### config.mk
export PLATFORM = sky130hd
export DESIGN_NAME = unified_mem_arbiter
export DESIGN_NICKNAME = d
export VERILOG_FILES = /design/src/rtl/mem_arb_pkg.sv /design/src/rtl/arb_perf_counter.sv /design/src/rtl/unified_mem_arbiter.sv
export SDC_FILE = /design/constraint.sdc
export NUM_CORES = 1
export LEC_CHECK = 0
export ABC_AREA = 1
export CAP_MARGIN = 0
export CORE_UTILIZATION = 30
export CTS_CLUSTER_DIAMETER = 120
export DETAILED_ROUTE_END_ITERATION = 8
export PLACE_DENSITY = 0.66
export SYNTH_ARGS = -nofsm -noshare
export SYNTH_HDL_FRONTEND = slang
export SYNTH_SLANG_ARGS = --single-unit
### constraint.sdc
create_clock -name clk -period 6.05 [get_ports clk]
set_clock_uncertainty 0.1 [all_clocks]
set_input_delay 1.21 -clock clk [delete_from_list [all_inputs] [get_ports clk]]
set_output_delay 1.21 -clock clk [all_outputs]
set_load 0.02 [all_outputs]
### src/rtl/mem_arb_pkg.sv
// mem_arb_pkg: shared types and constants for the unified memory arbiter
package mem_arb_pkg;
  localparam int ADDR_W_DEF = 32;
  localparam int DATA_W_DEF = 32;
  localparam int CNT_W = 32;
  typedef enum logic [1:0] {
    IDLE   = 2'b00,
    BUSY_D = 2'b01,
    BUSY_I = 2'b10
  } state_t;
endpackage

### src/rtl/arb_perf_counter.sv
// arb_perf_counter: saturating up-counter with enable
//   clk, reset (async, active-high), en: count this edge; count: current value
module arb_perf_counter
  import mem_arb_pkg::*;
#(
  parameter int W = CNT_W
) (
  input  logic         clk,
  input  logic         reset,
  input  logic         en,
  output logic [W-1:0] count
);
  always_ff @(posedge clk or posedge reset)
    if (reset) count <= '0;
    else if (en && !(&count)) count <= count + 1'b1;
endmodule

### src/rtl/unified_mem_arbiter.sv
// unified_mem_arbiter: shares one single-port memory between IF and MEM stages
//   clk, reset (async, active-high)
//   if_req/if_addr -> if_rdata           instruction fetch side
//   d_read/d_write/d_addr/d_wdata -> d_rdata   data access side
//   stall                                 global pipeline freeze (combinational)
//   m_req/m_we/m_addr/m_wdata, m_ready/m_rdata   memory handshake
//   stall_cycles                          stall counter, live only with ARB_PERF_CNT_EN
module unified_mem_arbiter
  import mem_arb_pkg::*;
#(
  parameter int ADDR_W = ADDR_W_DEF,
  parameter int DATA_W = DATA_W_DEF
) (
  input  logic              clk,
  input  logic              reset,
  input  logic              if_req,
  input  logic [ADDR_W-1:0] if_addr,
  output logic [DATA_W-1:0] if_rdata,
  input  logic              d_read,
  input  logic              d_write,
  input  logic [ADDR_W-1:0] d_addr,
  input  logic [DATA_W-1:0] d_wdata,
  output logic [DATA_W-1:0] d_rdata,
  output logic              stall,
  output logic              m_req,
  output logic              m_we,
  output logic [ADDR_W-1:0] m_addr,
  output logic [DATA_W-1:0] m_wdata,
  input  logic              m_ready,
  input  logic [DATA_W-1:0] m_rdata,
  output logic [CNT_W-1:0]  stall_cycles
);
  state_t state;
  logic d_done, i_done;
  logic d_need;
  assign d_need = d_read | d_write;
  assign stall = (d_need & ~d_done) | (if_req & ~i_done);
  // Done flags only clear on an unstalled edge, which cannot coincide with a completion
  always_ff @(posedge clk or posedge reset) begin
    if (reset) begin
      state    <= IDLE;
      m_req    <= 1'b0;
      m_we     <= 1'b0;
      m_addr   <= '0;
      m_wdata  <= '0;
      if_rdata <= '0;
      d_rdata  <= '0;
      d_done   <= 1'b0;
      i_done   <= 1'b0;
    end else begin
      case (state)
        IDLE:
          if (d_need && !d_done) begin
            state   <= BUSY_D;
            m_req   <= 1'b1;
            m_we    <= d_write;
            m_addr  <= d_addr;
            m_wdata <= d_wdata;
          end else if (if_req && !i_done) begin
            state  <= BUSY_I;
            m_req  <= 1'b1;
            m_we   <= 1'b0;
            m_addr <= if_addr;
          end
        BUSY_D:
          if (m_ready) begin
            state  <= IDLE;
            m_req  <= 1'b0;
            d_done <= 1'b1;
            if (d_read) d_rdata <= m_rdata;
          end
        BUSY_I:
          if (m_ready) begin
            state    <= IDLE;
            m_req    <= 1'b0;
            i_done   <= 1'b1;
            if_rdata <= m_rdata;
          end
        default: state <= IDLE;
      endcase
      if (!stall) begin
        d_done <= 1'b0;
        i_done <= 1'b0;
      end
    end
  end
`ifdef ARB_PERF_CNT_EN
  arb_perf_counter #(.W(CNT_W)) u_cnt (
    .clk  (clk),
    .reset(reset),
    .en   (stall),
    .count(stall_cycles)
  );
`else
  assign stall_cycles = '0;
`endif
endmodule

==> results of run 1 <==
## kinds of logic after synthesis
logic type / Yosys count / share of synthesized area
flops: 134 / 0.581
compound gates: 69 / 0.0618
buf+inv: 110 / 0.0963
simple gates: 372 / 0.252
other cells: 1 / 0.000650
fa+ha+maj: 4 / 0.00867
## how the worst min path moves through the flow
| stage | from | endpoint | slack [ps] | depth (start not counted) |
|---|---|---|---|---|
| after detailed placement | m_wdata[27] | m_wdata[27] | 360 | 2 |
| after CTS | m_wdata[27] | m_wdata[27] | 370 | 2 |
| final | m_wdata[7] | m_wdata[7] | 370 | 2 |
| after floorplan | d_done | d_done | 380 | 2 |
| after global routing | m_wdata[7] | m_wdata[7] | 390 | 2 |
| after global placement | m_wdata[11] | m_wdata[11] | 350 | 2 |
## cell usage in the layout (no fill, tap or decap)
cell                                n
sky130_fd_sc_hd__nand4_1            1
sky130_fd_sc_hd__clkbuf_8           1
sky130_fd_sc_hd__clkinv_2           1
sky130_fd_sc_hd__nand2_1          330
sky130_fd_sc_hd__inv_2              2
sky130_fd_sc_hd__clkbuf_16         17
sky130_fd_sc_hd__clkinvlp_4         2
sky130_fd_sc_hd__clkinv_4           3
sky130_fd_sc_hd__clkdlybuf4s50_1  264
sky130_fd_sc_hd__inv_6              3
sky130_fd_sc_hd__ha_1               4
sky130_fd_sc_hd__bufinv_16          4
sky130_fd_sc_hd__nor2_1             1
sky130_fd_sc_hd__dfrtp_1          134
sky130_fd_sc_hd__inv_8              1
sky130_fd_sc_hd__nand2_2            3
sky130_fd_sc_hd__nand3_1           35
sky130_fd_sc_hd__o21ai_4            1
sky130_fd_sc_hd__a21oi_1            2
sky130_fd_sc_hd__o21ai_0           66
sky130_fd_sc_hd__nand3_2            1
sky130_fd_sc_hd__clkbuf_1           1
sky130_fd_sc_hd__conb_1            32
sky130_fd_sc_hd__buf_4              4
sky130_fd_sc_hd__inv_1             39
sky130_fd_sc_hd__or2_2              1
## registers in the layout (all words and copies together), names as in the netlist
| name | cells |
|---|---|
| m_addr | 32 |
| i_done | 1 |
| d_done | 1 |
| d_rdata | 32 |
| m_we | 1 |
| m_req | 1 |
| m_wdata | 32 |
| state | 2 |
| if_rdata | 32 |
## where the power goes
group | total (W) | internal, W | switching, W | leakage [nW]
Clock | 0.00111 | 0.000707 | 0.000400 | 0.306
Sequential | 0.00155 | 0.00132 | 0.000226 | 1.67
Combinational | 0.00241 | 0.00104 | 0.00138 | 2.52
## worst min-delay path: stages (launching register included)
cell	delay, ps
sky130_fd_sc_hd__dfrtp_1	340
sky130_fd_sc_hd__nand2_1	50
sky130_fd_sc_hd__nand2_1	50
## metrics by stage
stage | total power, W | hold slack (ps) | worst slack (ps)
after floorplan | 0.00285 | 377 | 1160
after global placement | 0.00397 | 353 | 1810
after detailed placement | 0.00400 | 357 | 1770
after CTS | 0.00514 | 373 | 1760
after global routing | 0.00542 | 386 | 1720
final | 0.00507 | 374 | 1810
## area by class of cell
class                           instances  area (um2)  share of cell area
Clock inverter                         13         195              0.0214
Timing Repair Buffer                  268        2670               0.294
Multi-Input combinational cell        477        1990               0.218
Clock buffer                           19         443              0.0486
Tap cell                              234         293              0.0322
Inverter                               42         163              0.0179
Sequential cell                       134        3350               0.368
## layer usage
| layer | routed length, um | up-vias |
|---|---|---|
| met5 | 0 | - |
| met4 | 179 | 0 |
| met3 | 1320 | 14 |
| met2 | 7310 | 217 |
| met1 | 7090 | 2323 |
| li1 | - | 2569 |
==> run summary, run 1 <==
The worst setup path is launched from a primary input. The total routed wirelength came out at 15.9 mm. The number of buffers added for setup after CTS is 0. The I/O pin count came out at 297. At the pin with the least slew margin, the transition time is 1140 ps. By instance count, the leading cell after synthesis is sky130_fd_sc_hd__nand2_1. Entering global routing, the biggest net connects 107 pins. Walking the worst path, the cells encountered are clkdlybuf4s50_1, o21ai_4, buf_4, nand2_2, clkdlybuf4s50_1. Across all layers, the routed design uses 5123 vias. The total buffers and inverters traversed by the critical path came out at 3.

The die covers 19800 um2. After routing the design area is 9100 um2. The run finished with clean final reports.

After synthesis, the most frequently instantiated cells are sky130_fd_sc_hd__nand2_1 (331), sky130_fd_sc_hd__dfrtp_1 (134), sky130_fd_sc_hd__o21ai_0 (66). The number of buffers inserted during clock tree synthesis came out at 17. TritonCTS built the clock tree.

The total routing resource utilization after global routing is 0.165. The count of filler cells inserted in the layout is 1811. The global-route track usage on met2 came out at 0.267. On the critical path the largest part of the delay comes from buffers and inverters. The total of warnings raised by yosys came out at 0. The area share of the largest cell type after synthesis came out at 0.581. The number of max-capacitance violations reported came out at 0. Once layout is complete, the cells apart from fillers number 1187. The max-slew violation count was 0.

The total power per unit cell area is 557 nW/um2. For the worst flop-to-flop path, the logic depth is 7. The initial utilization of the core area, before any placement, comes to 0.307. The number of remaining DRC errors is 0. The share of the cycle needed by the critical path after routing is 0.702.

The highest fanout seen on the critical path came out at 36. The kind of end point of the critical path is a primary output. The number of instances in the placed design is 1155.

The final hold violation count is 0. Setup repair after global routing left no endpoint under its margin. The number of antenna violations at the first check in global routing is 0. The first-pass GRT wire length is 25.3 mm. The worst path arrival time came out at 2930 ps. The worst voltage drop across the vdd grid is 0.214 mV. The required arrival time at the worst endpoint is 4740 ps. For this run, global-route usage on met3 was measured as 0.0584.

In this run the worst setup path terminates at stall. The longest clock path from root to sink contains 2 buffers. The largest individual stage delay along the critical path comes from the cell sky130_fd_sc_hd__clkdlybuf4s50_1. For this run, global-route usage on met1 was measured as 0.205. The port buffer count is 264. The total global routing overflow came out at 0.

In the synthesized netlist the dominant register cell turns out to be sky130_fd_sc_hd__dfrtp_1. Row generation in the floorplan step produced 50 rows. The final layout contains 1078 nets. Counting stages on the worst path, the most repeated cell is sky130_fd_sc_hd__clkdlybuf4s50_1.

From bottom edge to top edge, the die measures 141 um. The sink count of the clock tree came out at 134. Counting flops with a built-in enable in the synthesized netlist gives 0. Routability-driven placement finished with a final weighted congestion of 0.724. The clock transition at the register clock pins on the worst setup and hold paths after CTS is 60 ps. The classification of the worst-slack hold path is reg2reg. CTS placed an instance of sky130_fd_sc_hd__clkbuf_16 at the clock tree root. The via count of the first global-routing pass is 4901. The number of design-rule violations left by the first detailed-router iteration came out at 272. The synthesized design spends more area on one cell type than any other, namely sky130_fd_sc_hd__dfrtp_1. The core occupancy in the finished layout came out at 0.485.

The number of antenna diodes is 0. The number of endpoints failing setup at the final stage came out at 0. In the final timing run, aggregate negative setup slack is 0 ps.

The region available for standard cell placement spans 18800 um2. Sorting the synthesized cells by area gives the leading types as sky130_fd_sc_hd__dfrtp_1 (58%), sky130_fd_sc_hd__nand2_1 (22%), sky130_fd_sc_hd__o21ai_0 (5.7%). Dividing the synthesized area by the synthesized cell count gives 8.36 um2. The highest clock rate came out at 236 MHz.

The time the final worst path needs with I/O delays and setup is 4240 ps. The type of the worst setup path is in2out. In the final layout, the share of cells above drive strength 1 is 0.0462. The beginning of the worst register-to-register path is state[0].

The global routing's busiest layer is met2. The CTS H-tree depth is 4. At the later pin of the worst-skew pair, clock insertion delay measures 410 ps. Using the TritonRoute via totals, the vias-per-cell ratio works out to 4.32. After synthesis, the share of flip-flops with an asynchronous set or reset is 1.00. For this run, the register share of the synthesized area comes to 0.581. After detailed placement, the total cell area comes to 8470 um2. The highest cell delay on the worst timing path is 600 ps.

The total of flip-flops plus latches after synthesis is 134. The combined area of all synthesized cells came out at 5770 um2. The remaining max-slew budget at the tightest pin is 0.240. The length of the first detailed-routing pass in iterations is 4. From synthesis to final layout, the design area changed by 57.8%. The static leakage power is 4.49 nW. The routed length per instance came out at 13.4 um.

The post-cts hold buffer count came out at 0. The remaining antenna violation count after routing came out at 0. Tracing the worst setup path back leads to its startpoint at d_read. Synthesis produced 690 cells.

Measured along the x axis, the die boundary spans 141 um. The total stage count of the critical path is 5. The detailed-placement wirelength estimate came out at 11.1 mm.

The number of different library cells used by synthesis comes to 18. The endpoint of the most critical register-to-register path is m_addr[20]. The post-cts sizing count is 0.

The minimum setup slack among reg-to-reg paths came out at 3480 ps.
Power figures use the tool's default switching activity.
==> inputs of run 2 (changes only) <==
==> constraint.sdc (replaced) <==
create_clock -name clk -period 4.38 [get_ports clk]
set_clock_uncertainty 0.1 [all_clocks]
set_input_delay 0.876 -clock clk [delete_from_list [all_inputs] [get_ports clk]]
set_output_delay 0.876 -clock clk [all_outputs]
set_load 0.02 [all_outputs]
==> run summary, run 2 (synthesis gave the netlist of run 1 again) <==
The via count was 5046 (was 5123). The number of design-rule violations left by the first detailed-router iteration came to 206 (was 272). Top library cells by usage in the layout, fill and taps aside: sky130_fd_sc_hd__nand2_1 (330), sky130_fd_sc_hd__clkdlybuf4s50_1 (264), sky130_fd_sc_hd__dfrtp_1 (134), sky130_fd_sc_hd__o21ai_0 (66), sky130_fd_sc_hd__inv_1 (39) (unchanged). The number of buffers added for setup after CTS is 0 (unchanged). The clock network power share is 0.204 (was 0.218).

The worst voltage drop across the vdd grid came to 0.292 mV (was 0.214 mV). The number of antenna diodes came out at 0 (unchanged). The final hold violation count is 0 (unchanged). The die height came out at 141 um (unchanged). The total global routing overflow was 0 (unchanged). The remaining antenna violation count after routing was 0 (unchanged).

The switching part of the total came out at 0.401 (was 0.395). The switching power total is 0.00276 W (was 0.00200 W). The I/O pin count came out at 297 (unchanged).

The static leakage power is 4.48 nW (was 4.49 nW). The layout cell share with drive strength beyond 1 came out at 0.0491 (was 0.0462). The clock tree buffer depth came out at 2 (unchanged).

The remaining max-slew budget at the tightest pin was 0.320 (was 0.240). The proportion of power drawn by combinational gates is 0.486 (was 0.476). Outcome: completed (unchanged). The initial core utilization is 0.307 (unchanged). Unrepaired setup endpoints after global routing: false (unchanged). The number of antenna violations at the first check in global routing is 0 (unchanged).

The classification of the worst-slack hold path is reg2reg (unchanged). The number of remaining DRC errors came out at 0 (unchanged). The required arrival time at the worst endpoint came to 3400 ps (was 4740 ps). The commonest non-fill, non-tap cell in the layout is sky130_fd_sc_hd__nand2_1 (unchanged). The routed length per instance is 13.4 um (about the same).

The type of the worst setup path was in2out (unchanged). The highest cell delay on the worst timing path is 690 ps (was 600 ps). The sink count of the clock tree is 134 (unchanged).

The TritonCTS clock tree is yes (unchanged). The total routed wirelength came out at 16.0 mm (was 15.9 mm). The total routing resource utilization after global routing is 0.169 (was 0.165). The CTS H-tree depth is 4 (unchanged). The clock transition at the register clock pins on the worst setup and hold paths after CTS came out at 50 ps (was 60 ps). The number of buffers inserted during clock tree synthesis came out at 17 (unchanged). The via count of the first global-routing pass was 4977 (was 4901).

Series of cell instances along the critical path: clkdlybuf4s50_1, o21ai_4, nand2_2, clkdlybuf4s50_1 (was clkdlybuf4s50_1, o21ai_4, buf_4, nand2_2, clkdlybuf4s50_1). The highest fanout seen on the critical path came out at 3 (was 36). The kind of launch point of the worst setup path was a primary input (unchanged).

The first-pass GRT wire length is 25.8 mm (was 25.3 mm). The clock insertion delay at the later pin of the skew report is 410 ps (about the same). The horizontal die dimension came out at 141 um (unchanged). The total power per unit cell area is 757 nW/um2 (was 557 nW/um2). The total negative slack for setup checks is 0 ps (unchanged). The worst path arrival time came out at 2300 ps (was 2930 ps). The share of the cycle needed by the critical path after routing is 0.748. The cell with the most instances on the worst path was sky130_fd_sc_hd__clkdlybuf4s50_1 (unchanged).

The area of all placed cells without fillers came out at 9090 um2 (was 9100 um2). The port buffer count came out at 264 (unchanged). The number of core rows came out at 50 (unchanged).

The buffer cell driving the clock tree root is sky130_fd_sc_hd__clkbuf_16 (unchanged). The internal power of the cells is 0.00412 W (was 0.00307 W). The post-cts hold buffer count is 0 (unchanged).

The placeable core region came out at 18800 um2 (unchanged). The smallest clock period supported by the final layout is computed as 3280 ps. The register share of total power is 0.310 (was 0.306). The number of max-capacitance violations reported is 0 (unchanged). The placer's final routability congestion estimate came out at 0.768 (was 0.724).

The detailed-placement wirelength estimate is 11.3 mm (was 11.1 mm). The final layout net count is 1082 (was 1078). The highest clock rate is 305 MHz. The pin count of the biggest net entering global routing came to 76 (was 107). The worst-path cell with the longest stage delay is sky130_fd_sc_hd__clkdlybuf4s50_1 (unchanged). The kind of end point of the critical path was a primary output (unchanged). The length of the first detailed-routing pass in iterations is 4 (unchanged). The transition time at the pin with the least slew margin came to 1020 ps (was 1140 ps).

The area growth from synthesis to layout came to 57.5% (was 57.8%). The total placed instance area was 8510 um2 (was 8470 um2). The post-cts sizing count is 0 (unchanged).

The max-slew violation count is 0 (unchanged). The vias per cell came out at 4.24 (was 4.32). The number of endpoints failing setup at the final stage is 0 (unchanged). The area of the die is 19800 um2 (unchanged).
==> run 2: changes by cell type in the layout (fill, tap and decap cells not counted), sizes merged <==
cell      delta
buf          +4
bufinv       -2
clkinv       +1
clkinvlp     +3
inv          -2
==> run 2: worst paths after layout <==
path | start | cells past startpoint | slack [ps] | to
setup reg to reg | state[1] | 7 | 2180 | m_wdata[14]
min in group asynchronous | reset | 2 | 690 | m_wdata[22]
setup / recovery | d_read | 4 | 1100 | stall
max in group asynchronous | reset | 3 | 2590 | m_addr[11]
hold reg to reg | m_wdata[10] | 2 | 370 | m_wdata[10]
hold / removal | m_wdata[10] | 2 | 370 | m_wdata[10]
==> run 2: final cells by class <==
class / instances / area, um2
clock inverters: 13 / 150
flip-flops and latches: 134 / 3350
well taps: 234 / 293
clock buffers: 19 / 433
repair buffers: 272 / 2720
inverters: 42 / 161
multi-input cells: 477 / 1990
fillers: 1824 / 9680
==> run 2: layer usage <==
layer,up-vias,wire [um],GRT usage
met5,-,0,0
met4,0,199,0.0532
met3,15,1370,0.0673
met2,201,7370,0.278
met1,2262,7060,0.203
li1,2568,-,-
==> run 2: power by group through the flow <==
stage	Sequential (W)	Combinational (W)	Clock, W
6_report	0.00214	0.00334	0.00140
5_1_grt	0.00221	0.00368	0.00150
4_1_cts	0.00214	0.00340	0.00145
3_5_place_dp	0.00215	0.00339	0
3_3_place_gp	0.00214	0.00336	0
2_1_floorplan	0.00283	0.00111	0
==> run 2: critical path, delay by kind of cell <==
kind,cells,cell delay (ps)
buffers and inverters,2,1240
AO/OA/AOI/OAI,1,90
AND/OR/NAND/NOR,1,90
==> run 2: through the flow <==
stage / util / instances / total power [W] / hold slack (ps) / setup slack, ps
after global placement: 0.453 / 1159 / 0.00550 / 354 / 1110
final: 0.484 / 1191 / 0.00688 / 365 / 1100
after global routing: 0.484 / 1191 / 0.00739 / 393 / 1070
after floorplan: - / 721 / 0.00394 / 377 / 1740
after detailed placement: 0.453 / 1159 / 0.00554 / 357 / 1120
after CTS: 0.484 / 1191 / 0.00698 / 372 / 1100
==> inputs of run 3 (changes only) <==
--- a/config.mk
+++ b/config.mk
@@ -10,7 +10,7 @@
 export CORE_UTILIZATION = 30
 export CTS_CLUSTER_DIAMETER = 120
 export DETAILED_ROUTE_END_ITERATION = 8
-export PLACE_DENSITY = 0.66
+export PLACE_DENSITY = 0.69
 export SYNTH_ARGS = -nofsm -noshare
 export SYNTH_HDL_FRONTEND = slang
 export SYNTH_SLANG_ARGS = --single-unit
==> constraint.sdc (replaced) <==
create_clock -name clk -period 2.95 [get_ports clk]
set_clock_uncertainty 0.1 [all_clocks]
set_input_delay 0.59 -clock clk [delete_from_list [all_inputs] [get_ports clk]]
set_output_delay 0.59 -clock clk [all_outputs]
set_load 0.02 [all_outputs]
==> run summary, run 3 (synthesis gave the netlist of run 1 again) <==
The first-pass GRT wire length is 25.8 mm (about the same). The clock insertion delay at the later pin of the skew report is 410 ps (about the same). The die height came to 141 um (unchanged). The placeable core region is 18800 um2 (unchanged). The number of remaining DRC errors came out at 0 (unchanged). The number of antenna diodes is 0 (unchanged). The area growth from synthesis to layout is 59.0% (was 57.5%).

The via count is 5215 (was 5046). The worst voltage drop across the vdd grid is 0.467 mV (was 0.292 mV). The clock tree buffer depth came out at 2 (unchanged).

Outcome: completed (unchanged). The I/O pin count came out at 297 (unchanged). The worst path arrival time is 1960 ps (was 2300 ps). The remaining max-slew budget at the tightest pin came out at 0.542 (was 0.320). The pin count of the biggest net entering global routing is 65 (was 76). The buffer cell driving the clock tree root was sky130_fd_sc_hd__clkbuf_16 (unchanged). The total routed wirelength is 15.9 mm (was 16.0 mm). The kind of launch point of the worst setup path is a primary input (unchanged). The number of design-rule violations left by the first detailed-router iteration is 197 (was 206). The routed length per instance came to 13.4 um (about the same).

The number of buffers inserted during clock tree synthesis is 17 (unchanged). Timing would allow up to 377 MHz. The total negative slack for setup checks is 0 ps (unchanged).

The final hold violation count came out at 0 (unchanged). The length of the first detailed-routing pass in iterations is 6 (was 4). The number of buffers added for setup after CTS was 0 (unchanged). The number of antenna violations at the first check in global routing is 0 (unchanged). The transition time at the pin with the least slew margin came out at 686 ps (was 1020 ps).

The vias per cell is 4.37 (was 4.24). The commonest non-fill, non-tap cell in the layout is sky130_fd_sc_hd__nand2_1 (unchanged). The time the final worst path needs with I/O delays and setup came out at 2650 ps. The register cell area after layout came out at 3350 um2 (unchanged).

The area of combinational cells with multiple inputs came out at 1990 um2 (unchanged). The initial core utilization came out at 0.307 (unchanged). The final layout net count is 1085 (was 1082). The depth of the most critical reg-to-reg path is 8 (was 7). Unrepaired setup endpoints after global routing: false (unchanged). The total power per unit cell area was 1120 nW/um2 (was 757 nW/um2).

The beginning of the worst register-to-register path is d_done (was state[1]). The highest fanout seen on the critical path was 3 (unchanged). The post-cts sizing count is 0 (unchanged). The number of max-capacitance violations reported came out at 0 (unchanged).

The type of the worst setup path was in2out (unchanged). The CTS H-tree depth came out at 4 (unchanged). The capture point of the critical path is stall (unchanged).

The count of filler cells inserted in the layout came out at 1788 (was 1824). The total routing resource utilization after global routing was 0.168 (was 0.169). The detailed-placement wirelength estimate came out at 11.2 mm (was 11.3 mm).

Of the available clock period, the critical path in the final layout requires 0.898. The required arrival time at the worst endpoint came to 2260 ps (was 3400 ps). The worst setup path startpoint is d_read (unchanged).

The number of endpoints failing setup at the final stage is 0 (unchanged). The classification of the worst-slack hold path is reg2reg (unchanged). The area of the die is 19800 um2 (unchanged). The sink count of the clock tree is 134 (unchanged).

The kind of end point of the critical path is a primary output (unchanged). The TritonCTS clock tree is yes (unchanged). The layout cell share with drive strength beyond 1 was 0.0531 (was 0.0491). The number of core rows came to 50 (unchanged). The post-route worst setup slack came out at 301 ps (was 1100 ps). The pre-CTS setup slack was 268 ps (was 1120 ps).

The port buffer count is 264 (unchanged). The horizontal die dimension was 141 um (unchanged). The remaining antenna violation count after routing came to 0 (unchanged). The total global routing overflow is 0 (unchanged). The placer's final routability congestion estimate is 0.756 (was 0.768). The core occupancy in the finished layout is 0.489 (was 0.484). The clock transition at the register clock pins on the worst setup and hold paths after CTS is 60 ps (was 50 ps).

The static leakage power was 4.52 nW (was 4.48 nW). The max-slew violation count came out at 0 (unchanged). The post-cts hold buffer count is 0 (unchanged). The endpoint of the most critical register-to-register path is m_wdata[3] (was m_wdata[14]). The minimum setup slack among reg-to-reg paths is 1100 ps (was 2180 ps). Top library cells by usage in the layout, fill and taps aside: sky130_fd_sc_hd__nand2_1 (330), sky130_fd_sc_hd__clkdlybuf4s50_1 (264), sky130_fd_sc_hd__dfrtp_1 (134), sky130_fd_sc_hd__o21ai_0 (66), sky130_fd_sc_hd__inv_1 (39) (unchanged). The via count of the first global-routing pass is 5002 (was 4977).
-- run 3: changes by cell type in the layout (fill, tap and decap cells not counted), moves of 2 or more --
cell                       change
sky130_fd_sc_hd__buf_12        +4
sky130_fd_sc_hd__clkbuf_8      +2
sky130_fd_sc_hd__clkinv_4      -4
sky130_fd_sc_hd__inv_6         +4
-- run 3: worst max-delay path: stages --
cell                              delay (ps)
sky130_fd_sc_hd__clkdlybuf4s50_1         540
sky130_fd_sc_hd__o21ai_4                  80
sky130_fd_sc_hd__nand2_2                  90
sky130_fd_sc_hd__clkdlybuf4s50_1         650
-- run 3: power by group --
part	total [W]	switching [W]	internal (W)
sequential	0.00317	0.000457	0.00272
clock	0.00215	0.000844	0.00130
combinational	0.00499	0.00281	0.00218
-- run 3: final cells by class --
cell class | instances | share of cell area
Clock buffer | 20 | 0.0498
Clock inverter | 12 | 0.0151
Inverter | 42 | 0.0176
Multi-Input combinational cell | 477 | 0.216
Sequential cell | 134 | 0.365
Tap cell | 234 | 0.0319
Timing Repair Buffer | 275 | 0.304
-- run 3: how the worst min path moves through the flow --
stage	from	end	slack, ps	cells after the start
final	m_wdata[9]	m_wdata[9]	370	2
after global routing	m_wdata[8]	m_wdata[8]	390	2
after CTS	m_wdata[9]	m_wdata[9]	370	2
after detailed placement	m_wdata[9]	m_wdata[9]	360	2
after global placement	m_wdata[27]	m_wdata[27]	360	2
after floorplan	d_done	d_done	380	2
-- run 3: stage by stage --
step	std cells	instance area (um2)	power [W]	hold WS, ps
2_1_floorplan	721	5890	0.00585	377
3_3_place_gp	1162	8580	0.00816	355
3_5_place_dp	1162	8580	0.00823	358
4_1_cts	1194	9180	0.0104	374
5_1_grt	1194	9180	0.0110	392
6_report	1194	9180	0.0103	368
-- run 3: per-layer routing --
| layer | routed length, um | vias to the layer above | GRT usage | share of wire |
|---|---|---|---|---|
| li1 | - | 2579 | - | - |
| met1 | 7120 | 2388 | 0.210 | 0.45 |
| met2 | 7350 | 225 | 0.266 | 0.46 |
| met3 | 1140 | 23 | 0.0493 | 0.071 |
| met4 | 333 | 0 | 0.0807 | 0.021 |
| met5 | 0 | - | 0 | 0 |
